## config.mk

```make
export PLATFORM = sky130hd
export DESIGN_NAME = alu_op_sequencer_flat
export DESIGN_NICKNAME = d
export VERILOG_FILES = /design/src/rtl/alu_op_sequencer_pkg.sv /design/src/rtl/alu_op_sequencer_if.sv /design/src/rtl/alu_op_sequencer_timer.sv /design/src/rtl/alu_op_sequencer.sv /design/src/flat_wrapper.sv
export SDC_FILE = /design/constraint.sdc
export NUM_CORES = 1
export LEC_CHECK = 0
export CAP_MARGIN = 40
export CORE_MARGIN = 5
export CORE_UTILIZATION = 45
export DETAILED_ROUTE_END_ITERATION = 12
export PLACE_DENSITY_LB_ADDON = 0.3
export SYNTH_ARGS = -nofsm -noshare
export SYNTH_HDL_FRONTEND = slang
export SYNTH_HIERARCHICAL = 1
export SYNTH_SLANG_ARGS = --single-unit
```

## constraint.sdc

```tcl
create_clock -name CLK -period 3.05 [get_ports CLK]
set_input_delay 0.4575 -clock CLK [delete_from_list [all_inputs] [get_ports CLK]]
set_output_delay 0.4575 -clock CLK [all_outputs]
set_load 0.02 [all_outputs]
```

## src/rtl/alu_op_sequencer_pkg.sv

```systemverilog
// Shared definitions for the ALU operation sequencer: FSM state encoding,
// cmd_fun opcodes, the divide-by-zero fill value and the latched operand layout.
package alu_op_sequencer_pkg;

  typedef enum logic [1:0] {
    ST_IDLE  = 2'd0,
    ST_ISSUE = 2'd1,
    ST_WAIT  = 2'd2,
    ST_RESP  = 2'd3
  } seq_state_t;

  localparam logic [1:0] FUN_ADD = 2'b00;
  localparam logic [1:0] FUN_SUB = 2'b01;
  localparam logic [1:0] FUN_MUL = 2'b10;
  localparam logic [1:0] FUN_DIV = 2'b11;

  // A divide by zero answers with every result bit set to this value.
  localparam logic DIV0_FILL_BIT = 1'b1;

  typedef struct packed {
    logic [7:0] a;
    logic [7:0] b;
    logic [1:0] fun;
  } operand_t;

  // A divide by zero is answered locally and never reaches the arithmetic unit.
  function automatic logic is_div_by_zero(input logic [1:0] fun, input logic [7:0] b);
    return (fun == FUN_DIV) && (b == 8'd0);
  endfunction

endpackage

```

## src/rtl/alu_op_sequencer_if.sv

```systemverilog
// Bundle of the command, arithmetic-unit and response signals of the sequencer.
// slave is the sequencer's view; master is the surrounding system (requester,
// arithmetic unit and response consumer).
interface alu_op_sequencer_if #(
  parameter int WIDTH = 16
);
  logic             cmd_valid;
  logic             cmd_ready;
  logic [7:0]       cmd_a;
  logic [7:0]       cmd_b;
  logic [1:0]       cmd_fun;

  logic [7:0]       alu_a;
  logic [7:0]       alu_b;
  logic [1:0]       alu_fun;
  logic             alu_enable;
  logic [WIDTH-1:0] alu_result;
  logic             alu_carry;
  logic             alu_flag;

  logic             rsp_valid;
  logic             rsp_ready;
  logic [WIDTH-1:0] rsp_data;
  logic             rsp_carry;
  logic             rsp_err;

  modport slave (
    input  cmd_valid, cmd_a, cmd_b, cmd_fun,
    input  alu_result, alu_carry, alu_flag,
    input  rsp_ready,
    output cmd_ready,
    output alu_a, alu_b, alu_fun, alu_enable,
    output rsp_valid, rsp_data, rsp_carry, rsp_err
  );

  modport master (
    output cmd_valid, cmd_a, cmd_b, cmd_fun,
    output alu_result, alu_carry, alu_flag,
    output rsp_ready,
    input  cmd_ready,
    input  alu_a, alu_b, alu_fun, alu_enable,
    input  rsp_valid, rsp_data, rsp_carry, rsp_err
  );

endinterface

```

## src/rtl/alu_op_sequencer_timer.sv

```systemverilog
// WAIT-state cycle counter. clear zeroes it, run advances it (saturating),
// expired flags the last permitted WAIT cycle (count == TIMEOUT-1).
module alu_seq_timer #(
  parameter int TIMEOUT = 4
) (
  input  logic CLK,
  input  logic RST,
  input  logic clear,
  input  logic run,
  output logic expired
);

  localparam int CW = 4;
  localparam logic [CW-1:0] ONE      = CW'(1);
  localparam logic [CW-1:0] LAST_CNT = CW'(TIMEOUT - 1);

  logic [CW-1:0] count_reg;
  logic [CW-1:0] count_next;

  // Next count: clear wins over run; hold at all-ones rather than wrap.
  always_comb begin
    count_next = count_reg;
    if (clear) begin
      count_next = '0;
    end else if (run && (count_reg != '1)) begin
      count_next = count_reg + ONE;
    end
  end

  // Count register, cleared asynchronously by reset.
  always_ff @(posedge CLK or negedge RST) begin
    if (!RST) begin
      count_reg <= '0;
    end else begin
      count_reg <= count_next;
    end
  end

  assign expired = (count_reg == LAST_CNT);

endmodule

```

## src/rtl/alu_op_sequencer.sv

```systemverilog
// ALU operation sequencer: accepts one command at a time, drives the external
// arithmetic unit for a single enable cycle, waits (bounded) for its result flag
// and holds the response until the consumer takes it.
module alu_op_sequencer
  import alu_op_sequencer_pkg::*;
#(
  parameter int WIDTH   = 16,
  parameter int TIMEOUT = 4
) (
  input  logic              CLK,
  input  logic              RST,
  alu_op_sequencer_if.slave bus,
  output logic [15:0]       op_count
);

  seq_state_t       state_reg;
  seq_state_t       state_next;
  operand_t         operand_reg;
  operand_t         operand_next;
  logic [WIDTH-1:0] rsp_data_reg;
  logic [WIDTH-1:0] rsp_data_next;
  logic             rsp_carry_reg;
  logic             rsp_carry_next;
  logic             rsp_err_reg;
  logic             rsp_err_next;
  logic [15:0]      op_count_reg;
  logic [15:0]      op_count_next;

  logic             timer_clear;
  logic             timer_run;
  logic             timer_expired;

  alu_seq_timer #(
    .TIMEOUT (TIMEOUT)
  ) u_timer (
    .CLK     (CLK),
    .RST     (RST),
    .clear   (timer_clear),
    .run     (timer_run),
    .expired (timer_expired)
  );

  // Next-state, data-register updates and Moore handshake outputs.
  always_comb begin
    state_next     = state_reg;
    operand_next   = operand_reg;
    rsp_data_next  = rsp_data_reg;
    rsp_carry_next = rsp_carry_reg;
    rsp_err_next   = rsp_err_reg;
    op_count_next  = op_count_reg;
    timer_clear    = 1'b0;
    timer_run      = 1'b0;
    bus.cmd_ready  = 1'b0;
    bus.alu_enable = 1'b0;
    bus.rsp_valid  = 1'b0;

    case (state_reg)
      ST_IDLE: begin
        bus.cmd_ready = 1'b1;
        if (bus.cmd_valid) begin
          operand_next = {bus.cmd_a, bus.cmd_b, bus.cmd_fun};
          if (is_div_by_zero(bus.cmd_fun, bus.cmd_b)) begin
            state_next     = ST_RESP;
            rsp_data_next  = {WIDTH{DIV0_FILL_BIT}};
            rsp_carry_next = 1'b0;
            rsp_err_next   = 1'b1;
          end else begin
            state_next = ST_ISSUE;
          end
        end
      end

      ST_ISSUE: begin
        // Single enable pulse; the timer starts from zero on the first WAIT cycle.
        bus.alu_enable = 1'b1;
        timer_clear    = 1'b1;
        state_next     = ST_WAIT;
      end

      ST_WAIT: begin
        // A result flag on the last permitted cycle still counts as success.
        if (bus.alu_flag) begin
          rsp_data_next  = bus.alu_result;
          rsp_carry_next = bus.alu_carry;
          rsp_err_next   = 1'b0;
          state_next     = ST_RESP;
        end else if (timer_expired) begin
          rsp_data_next  = '0;
          rsp_carry_next = 1'b0;
          rsp_err_next   = 1'b1;
          state_next     = ST_RESP;
        end else begin
          timer_run = 1'b1;
        end
      end

      ST_RESP: begin
        bus.rsp_valid = 1'b1;
        if (bus.rsp_ready) begin
          state_next = ST_IDLE;
          if (op_count_reg != 16'hFFFF) begin
            op_count_next = op_count_reg + 16'd1;
          end
        end
      end

      default: begin
        state_next = ST_IDLE;
      end
    endcase
  end

  // FSM state register; reset abandons any operation in flight.
  always_ff @(posedge CLK or negedge RST) begin
    if (!RST) begin
      state_reg <= ST_IDLE;
    end else begin
      state_reg <= state_next;
    end
  end

  // Operand, response and completion-count registers.
  always_ff @(posedge CLK or negedge RST) begin
    if (!RST) begin
      operand_reg   <= '0;
      rsp_data_reg  <= '0;
      rsp_carry_reg <= 1'b0;
      rsp_err_reg   <= 1'b0;
      op_count_reg  <= '0;
    end else begin
      operand_reg   <= operand_next;
      rsp_data_reg  <= rsp_data_next;
      rsp_carry_reg <= rsp_carry_next;
      rsp_err_reg   <= rsp_err_next;
      op_count_reg  <= op_count_next;
    end
  end

  assign bus.alu_a     = operand_reg.a;
  assign bus.alu_b     = operand_reg.b;
  assign bus.alu_fun   = operand_reg.fun;
  assign bus.rsp_data  = rsp_data_reg;
  assign bus.rsp_carry = rsp_carry_reg;
  assign bus.rsp_err   = rsp_err_reg;
  assign op_count      = op_count_reg;

endmodule

```

## src/flat_wrapper.sv

```systemverilog
// flat-port wrapper written by rule: the top's interface ports become plain ports
module alu_op_sequencer_flat import alu_op_sequencer_pkg::*;
#(
  parameter int WIDTH   = 16,
  parameter int TIMEOUT = 4
)
  (CLK, RST, op_count, bus_cmd_valid, bus_cmd_a, bus_cmd_b, bus_cmd_fun, bus_alu_result, bus_alu_carry, bus_alu_flag, bus_rsp_ready, bus_cmd_ready, bus_alu_a, bus_alu_b, bus_alu_fun, bus_alu_enable, bus_rsp_valid, bus_rsp_data, bus_rsp_carry, bus_rsp_err);
  alu_op_sequencer_if #(.WIDTH(WIDTH)) bus_i ();
  input  logic CLK;
  input  logic RST;
  output logic [15:0] op_count;
  input wire logic [$bits(bus_i.cmd_valid)-1:0] bus_cmd_valid;
  input wire logic [$bits(bus_i.cmd_a)-1:0] bus_cmd_a;
  input wire logic [$bits(bus_i.cmd_b)-1:0] bus_cmd_b;
  input wire logic [$bits(bus_i.cmd_fun)-1:0] bus_cmd_fun;
  input wire logic [$bits(bus_i.alu_result)-1:0] bus_alu_result;
  input wire logic [$bits(bus_i.alu_carry)-1:0] bus_alu_carry;
  input wire logic [$bits(bus_i.alu_flag)-1:0] bus_alu_flag;
  input wire logic [$bits(bus_i.rsp_ready)-1:0] bus_rsp_ready;
  output wire logic [$bits(bus_i.cmd_ready)-1:0] bus_cmd_ready;
  output wire logic [$bits(bus_i.alu_a)-1:0] bus_alu_a;
  output wire logic [$bits(bus_i.alu_b)-1:0] bus_alu_b;
  output wire logic [$bits(bus_i.alu_fun)-1:0] bus_alu_fun;
  output wire logic [$bits(bus_i.alu_enable)-1:0] bus_alu_enable;
  output wire logic [$bits(bus_i.rsp_valid)-1:0] bus_rsp_valid;
  output wire logic [$bits(bus_i.rsp_data)-1:0] bus_rsp_data;
  output wire logic [$bits(bus_i.rsp_carry)-1:0] bus_rsp_carry;
  output wire logic [$bits(bus_i.rsp_err)-1:0] bus_rsp_err;
  assign bus_i.cmd_valid = bus_cmd_valid;
  assign bus_i.cmd_a = bus_cmd_a;
  assign bus_i.cmd_b = bus_cmd_b;
  assign bus_i.cmd_fun = bus_cmd_fun;
  assign bus_i.alu_result = bus_alu_result;
  assign bus_i.alu_carry = bus_alu_carry;
  assign bus_i.alu_flag = bus_alu_flag;
  assign bus_i.rsp_ready = bus_rsp_ready;
  assign bus_cmd_ready = bus_i.cmd_ready;
  assign bus_alu_a = bus_i.alu_a;
  assign bus_alu_b = bus_i.alu_b;
  assign bus_alu_fun = bus_i.alu_fun;
  assign bus_alu_enable = bus_i.alu_enable;
  assign bus_rsp_valid = bus_i.rsp_valid;
  assign bus_rsp_data = bus_i.rsp_data;
  assign bus_rsp_carry = bus_i.rsp_carry;
  assign bus_rsp_err = bus_i.rsp_err;
  alu_op_sequencer #(.WIDTH(WIDTH), .TIMEOUT(TIMEOUT)) u_core (.CLK(CLK), .RST(RST), .bus(bus_i), .op_count(op_count));
endmodule
```

# Yosys cells after proc, flatten, opt, wreduce, memory -nomap -nowiden
# Cells that the tools add are included.
[totals] ff_bits=58 out_inout_bits=55 elab_cells=61
[classes] addsub=2 eq_ne=11 n_mux=29 n_reduce_logical=10
[ops] operator="16-bit 2-to-1 mux" n=4
[ops] operator="16-bit case mux with 2 select lines" n=1
[ops] operator="16-bit by 1-bit adder with 16-bit output (second input constant)" n=1
[ops] operator="16-bit inequality test (second input constant)" n=1
[ops] operator="1-bit 2-to-1 mux" n=14
[ops] operator="2-bit 2-to-1 mux" n=5
[ops] operator="8-bit zero test" n=1
[ops] operator="4-bit 2-to-1 mux" n=2
[ops] operator="2-bit case mux with 4 select lines" n=1
[ops] operator="2-bit == test (second input constant)" n=3
[ops] operator="3-bit AND reduction" n=2
[ops] operator="4-bit by 1-bit adder with 4-bit output (second input constant)" n=1
[ops] operator="4-bit by 2-bit == test with 1-bit output (second input constant)" n=1
[ops] operator="2-bit inequality test (second input constant)" n=2
[ops] operator="4-bit inequality test (second input constant)" n=1
[ops] operator="1-bit case mux with 2 select lines" n=2
[ops] operator="4-bit AND reduction" n=1
[ops] operator="2-bit nonzero test" n=2
[ops] operator="3-bit by 2-bit inequality test with 1-bit output (second input constant)" n=1
[ops] operator="2-bit by 1-bit == test with 1-bit output (second input constant)" n=1
[ops] operator="1-bit logical AND" n=2
[ops] operator="2-bit zero test" n=1
[ops] operator="2-bit by 1-bit inequality test with 1-bit output (second input constant)" n=1
[ops] operator="2-bit AND reduction" n=1

# Logic depth before layout (Yosys ltp)
[logic_depth] ltp_word=7 mapped_depth=7

# Modules after synthesis
# Netlist, hierarchy kept.
[modules_own_cells] module="alu_op_sequencer" n_inst=1 cells_per_inst=219 area_per_inst_um2=2628.8
[modules_own_cells] module="alu_seq_timer" n_inst=1 cells_per_inst=21 area_per_inst_um2=236.5

# Worst setup path before layout
# OpenSTA, ideal clock, no wires.
[synth_path] kind="reg-to-reg" from="reg u_core.u_timer.count_reg[0]" to="reg u_core.rsp_data_reg[10] (netlist: u_core/bus.rsp_data[10])" setup_time_ns=0.125 arrival_time_ns=2.020 required_time_ns=2.925 setup_slack_ns=0.905 stages_incl_launch_ff=7 path_buffers=1 synth_period_minus_slack_ns=2.145 path_cell_list="dfrtp_1 > ha_1 > nor3b_1 > nor3b_4 > o31ai_4 > buf_12 > mux2_4"
[synth_between] elab_chain_len=3
[synth_lines] element="start: declaration" line_no="alu_op_sequencer_timer.sv:17" source="logic [CW-1:0] count_reg;"
[synth_lines] element="start signal: assignment" line_no="alu_op_sequencer_timer.sv:35" source="count_reg <= count_next;"
[synth_lines] element="4-bit by 2-bit == test with 1-bit output" line_no="alu_op_sequencer_timer.sv:39" source="assign expired = (count_reg == LAST_CNT);"
[synth_lines] element="via u_core.timer_expired" line_no="alu_op_sequencer.sv:31" source="logic timer_expired;"
[synth_lines] element="3-bit by 2-bit inequality test with 1-bit output (no source line)"
[synth_lines] element="4-bit AND reduction (no source line)"
[synth_lines] element="end signal: assignment" line_no="alu_op_sequencer.sv:132" source="rsp_data_reg <= rsp_data_next;"
[synth_lines] element="end: declaration" line_no="alu_op_sequencer.sv:20" source="logic [WIDTH-1:0] rsp_data_reg;"
# The timed path passes the listed nets, and every way through them passes these cells.
# A chain may end at the register's enable or synchronous reset.

# Final worst setup path
[layout_path] from="reg u_core.u_timer.count_reg[0]" to="reg u_core.rsp_data_reg[3] (netlist: u_core/bus.rsp_data[3])"
# Same word-level chain as after synthesis.

==> impl_results.rst <==
.. list-table::
   :header-rows: 1

   * - Metric
     - Value
   * - Reported net switching power
     - 0.00118 W
   * - Setup crit start kind
     - register
   * - Initial antenna violation count
     - 0
   * - Slew Limit Headroom
     - between 50% and 60%
   * - # DRC
     - 0
   * - Cell area reported after detailed placement
     - 0.00389 mm^2
   * - Endpoint type of the worst setup path
     - register
   * - Final wirelength
     - between 6000 and 7000 um
   * - Final net count
     - about 390
   * - Wire length of the first global-routing pass
     - approximately 11,000 um
   * - Most area-hungry cell type in the Yosys netlist
     - sky130_fd_sc_hd__dfrtp_1
   * - Antenna cell count
     - 0
   * - Count of non-filler cells in the finished layout
     - 425
   * - Top-area cell type share of the netlist area
     - between 50% and 60%
   * - Skew-Pair Late Insertion Delay
     - ~320 ps
   * - Share of synthesized area occupied by flip-flops and latches
     - 50.7%
   * - Number of buffers inserted by hold repair at cts
     - 0
   * - GR Util met1
     - between 20% and 30%
   * - Portion of total power attributed to sequential cells
     - between 30% and 40%
   * - Logic gate share of total power
     - a little under half
   * - Area taken by flip-flops and latches
     - roughly 0.0015 mm^2
   * - Synthesized flop and latch total
     - between 50 and 60
   * - Fraction of power consumed by the clock network
     - a little under a fifth
   * - Final min period
     - between 2000 and 2500 ps
   * - Floorplan die width
     - approximately 90 um
   * - Data required time at the worst endpoint
     - between 3000 and 4000 ps
   * - Count of yosys warnings during synthesis
     - 6
   * - Count of final max-slew check failures
     - 0
   * - Maximum clock insertion buffer count
     - 2
   * - Share of flip-flops with an asynchronous set or reset after synthesis
     - 100%
   * - Largest net degree at the start of global routing
     - 32
   * - Clock tree from TritonCTS
     - yes
   * - Die Span Y
     - 89.8 um
   * - Total number of placement rows
     - 29
   * - Worst vdd ir
     - 0.475 mV
   * - Global router's overall resource usage
     - 16.3%
   * - Initial core utilization
     - a little under half
   * - DRC violation total after the first TritonRoute iteration
     - between 80 and 90
   * - Crit path max fanout
     - 7
   * - Cell area after synthesis
     - 0.00287 mm^2
   * - Share of layout cells above drive strength 1
     - between 20% and 30%
   * - Cells resized by post-CTS repair
     - 0
   * - Commonest cells after routing, fill and taps aside
     - 93 x sky130_fd_sc_hd__clkdlybuf4s50_1, 58 x sky130_fd_sc_hd__dfrtp_1, 39 x sky130_fd_sc_hd__nand2_1
   * - Crit Path Class
     - reg2reg
   * - Post-route antenna net violation count
     - 0
   * - Max H-tree Level
     - 3
   * - Post-Place Cells
     - 410
   * - Sum of overflow across all layers after global routing
     - 0
   * - PD cells
     - around 820 mW/mm^2
   * - Primary FF master, synth
     - sky130_fd_sc_hd__dfrtp_1
   * - 1st-pass router iterations
     - 4
   * - Final core area utilization
     - between 60 and 70%
   * - Signed area change from the synthesized netlist to the final layout
     - 41.9%
   * - Root buffer selected by CTS
     - sky130_fd_sc_hd__clkbuf_8
   * - Crit-path cells
     - ha_1 > nor3b_1 > nor3b_4 > o31ai_4 > buf_4 > mux2_2
   * - Sinks on Clock Net
     - 58
   * - Biggest area contributors in the synthesized netlist
     - sky130_fd_sc_hd__dfrtp_1 51%, sky130_fd_sc_hd__mux2_2 11%, sky130_fd_sc_hd__mux2_4 5.2%
   * - Routed via count divided by cell count
     - a little over 5
   * - Met3 usage
     - under 10%
   * - Actual transition at the worst max-transition pin
     - approximately 670 ps
   * - Leakage power of the design
     - between 1.5 and 2 nW
   * - Clock buffer count from CTS
     - 9
   * - Number of global-route vias before repair
     - 2,286
   * - Post-CTS setup buffer count
     - 0
   * - Final number of setup-violating endpoints
     - 0
   * - Post-route clock skew
     - between 8 and 9 ps
   * - Crit path max-delay cell type
     - sky130_fd_sc_hd__nor3b_1
   * - Most common cell after layout, fill and taps aside
     - sky130_fd_sc_hd__clkdlybuf4s50_1
   * - Per-instance average area after synthesis
     - 11.9 um^2
   * - Ratio of final minimum period to clock period
     - 78.4%
   * - Internal power
     - around 0.0022 W
   * - Maximum single-stage delay on the critical path
     - about 520 ps
   * - HPWL Detailed
     - about 4800 um
   * - Run status
     - finished, final reports clean
   * - EDFF count, synth
     - 0
   * - Crit path arrival time
     - 2600 ps
   * - Port Buf Inserts
     - 94
   * - Number of I/O pins
     - 95
   * - Class of the worst hold path
     - in2async
   * - Post-synthesis instance total
     - 240
   * - Unrepaired setup endpoints after global routing
     - no
   * - Die area
     - roughly 0.008 mm^2
   * - Top Usage Layer GRT
     - met2
   * - Routed wirelength normalized by instance count
     - approximately 15 um
   * - Count of final hold-check violations
     - 0
   * - Multi-input gate area
     - ~0.0013 mm^2
   * - Maximum clock frequency
     - about 0.42 GHz
   * - Distinct cell type count after synthesis
     - between 40 and 50
   * - Sw frac
     - between 30% and 40%
   * - Worst hold margin
     - around 170 ps
   * - Via total after detailed routing
     - 2,175
   * - Gp weighted congestion
     - 0.799
   * - Nets in the synthesized netlist
     - 287
   * - Post-CTS clock slew at the launch and capture registers of the worst setup and hold paths
     - 70 ps
   * - Area of the core
     - 0.00628 mm^2
   * - Post-layout instance area
     - about 0.0041 mm^2
   * - Filler cell count
     - 476
   * - Max-capacitance violation count
     - 0
   * - GR met2 Demand/Resource
     - 26.1%
   * - Setup TNS after final layout
     - 0 ps
-- synth_stat cells (all sizes together), types with 2 or more instances --
master	instances
nor4	3
clkbuf	3
xor2	6
nand2	39
nor2	9
o22ai	2
nand3	13
nor4b	2
nand4	2
inv	9
mux2	38
ha	7
nor3	2
a21oi	5
nor2b	3
buf	4
and3	5
mux2i	3
dfrtp	58
xnor2	4
or2	2
nand2b	2
a211oi	3
a31oi	3
nor3b	2
-- worst max-delay path, delay by kind of cell (launching register included) --
family	cells	cell delay (ps)
AND/OR/NAND/NOR	2	660
AO/OA/AOI/OAI	1	450
flip-flops	1	380
multiplexers	1	340
buffers and inverters	1	240
adder cells (fa/ha/maj)	1	210
-- worst paths after layout --
kind,startpoint,to,slack (ps),cells after the start
max,u_core/u_timer/count_reg[0],u_core/bus.rsp_data[3],660,6
min,RST,u_core/bus.rsp_data[12],170,1
max reg2reg,u_core/u_timer/count_reg[0],u_core/bus.rsp_data[3],660,6
min reg2reg,u_core/bus.alu_a[1],u_core/bus.alu_a[1],500,1
max in group asynchronous,RST,u_core/bus.rsp_data[6],2050,2
min in group CLK,u_core/bus.alu_a[1],u_core/bus.alu_a[1],500,1
-- power groups by stage --
stage | Combinational, W | Sequential [W] | Clock (W)
floorplan | 0.000654 | 0.00141 | 0
global placement | 0.00156 | 0.00116 | 0
detailed placement | 0.00158 | 0.00117 | 0
CTS | 0.00158 | 0.00116 | 0.000636
global route | 0.00168 | 0.00119 | 0.000667
finish | 0.00156 | 0.00116 | 0.000616
-- final cells by class --
type,count,area share [%]
multi-input cells,166,32.8
well taps,77,2.37
clock inverters,3,0.369
repair buffers,100,24.1
inverters,9,0.831
clock buffers,12,3.82
flip-flops and latches,58,35.7
-- kinds of logic after synthesis --
logic type | Yosys count | share of synthesized area, %
mux | 41 | 17.3
buf+inv | 16 | 2.84
flops | 58 | 50.7
simple gates | 87 | 17.3
fa+ha+maj | 7 | 3.06
xor+xnor | 10 | 3.06
compound gates | 21 | 5.81
-- layer usage --
metal	share of wire, %	routed length, um
met1	44	2810
met2	49	3140
met3	4.5	285
met4	2.3	147
met5	0	0
-- through the flow --
stage | power [W] | worst slack (ps)
4_1_cts | 0.00337 | 673
3_5_place_dp | 0.00275 | 538
5_1_grt | 0.00353 | 512
2_1_floorplan | 0.00207 | 905
6_report | 0.00334 | 659
3_3_place_gp | 0.00272 | 560
Note: power is estimated with default switching activity, not from simulation.
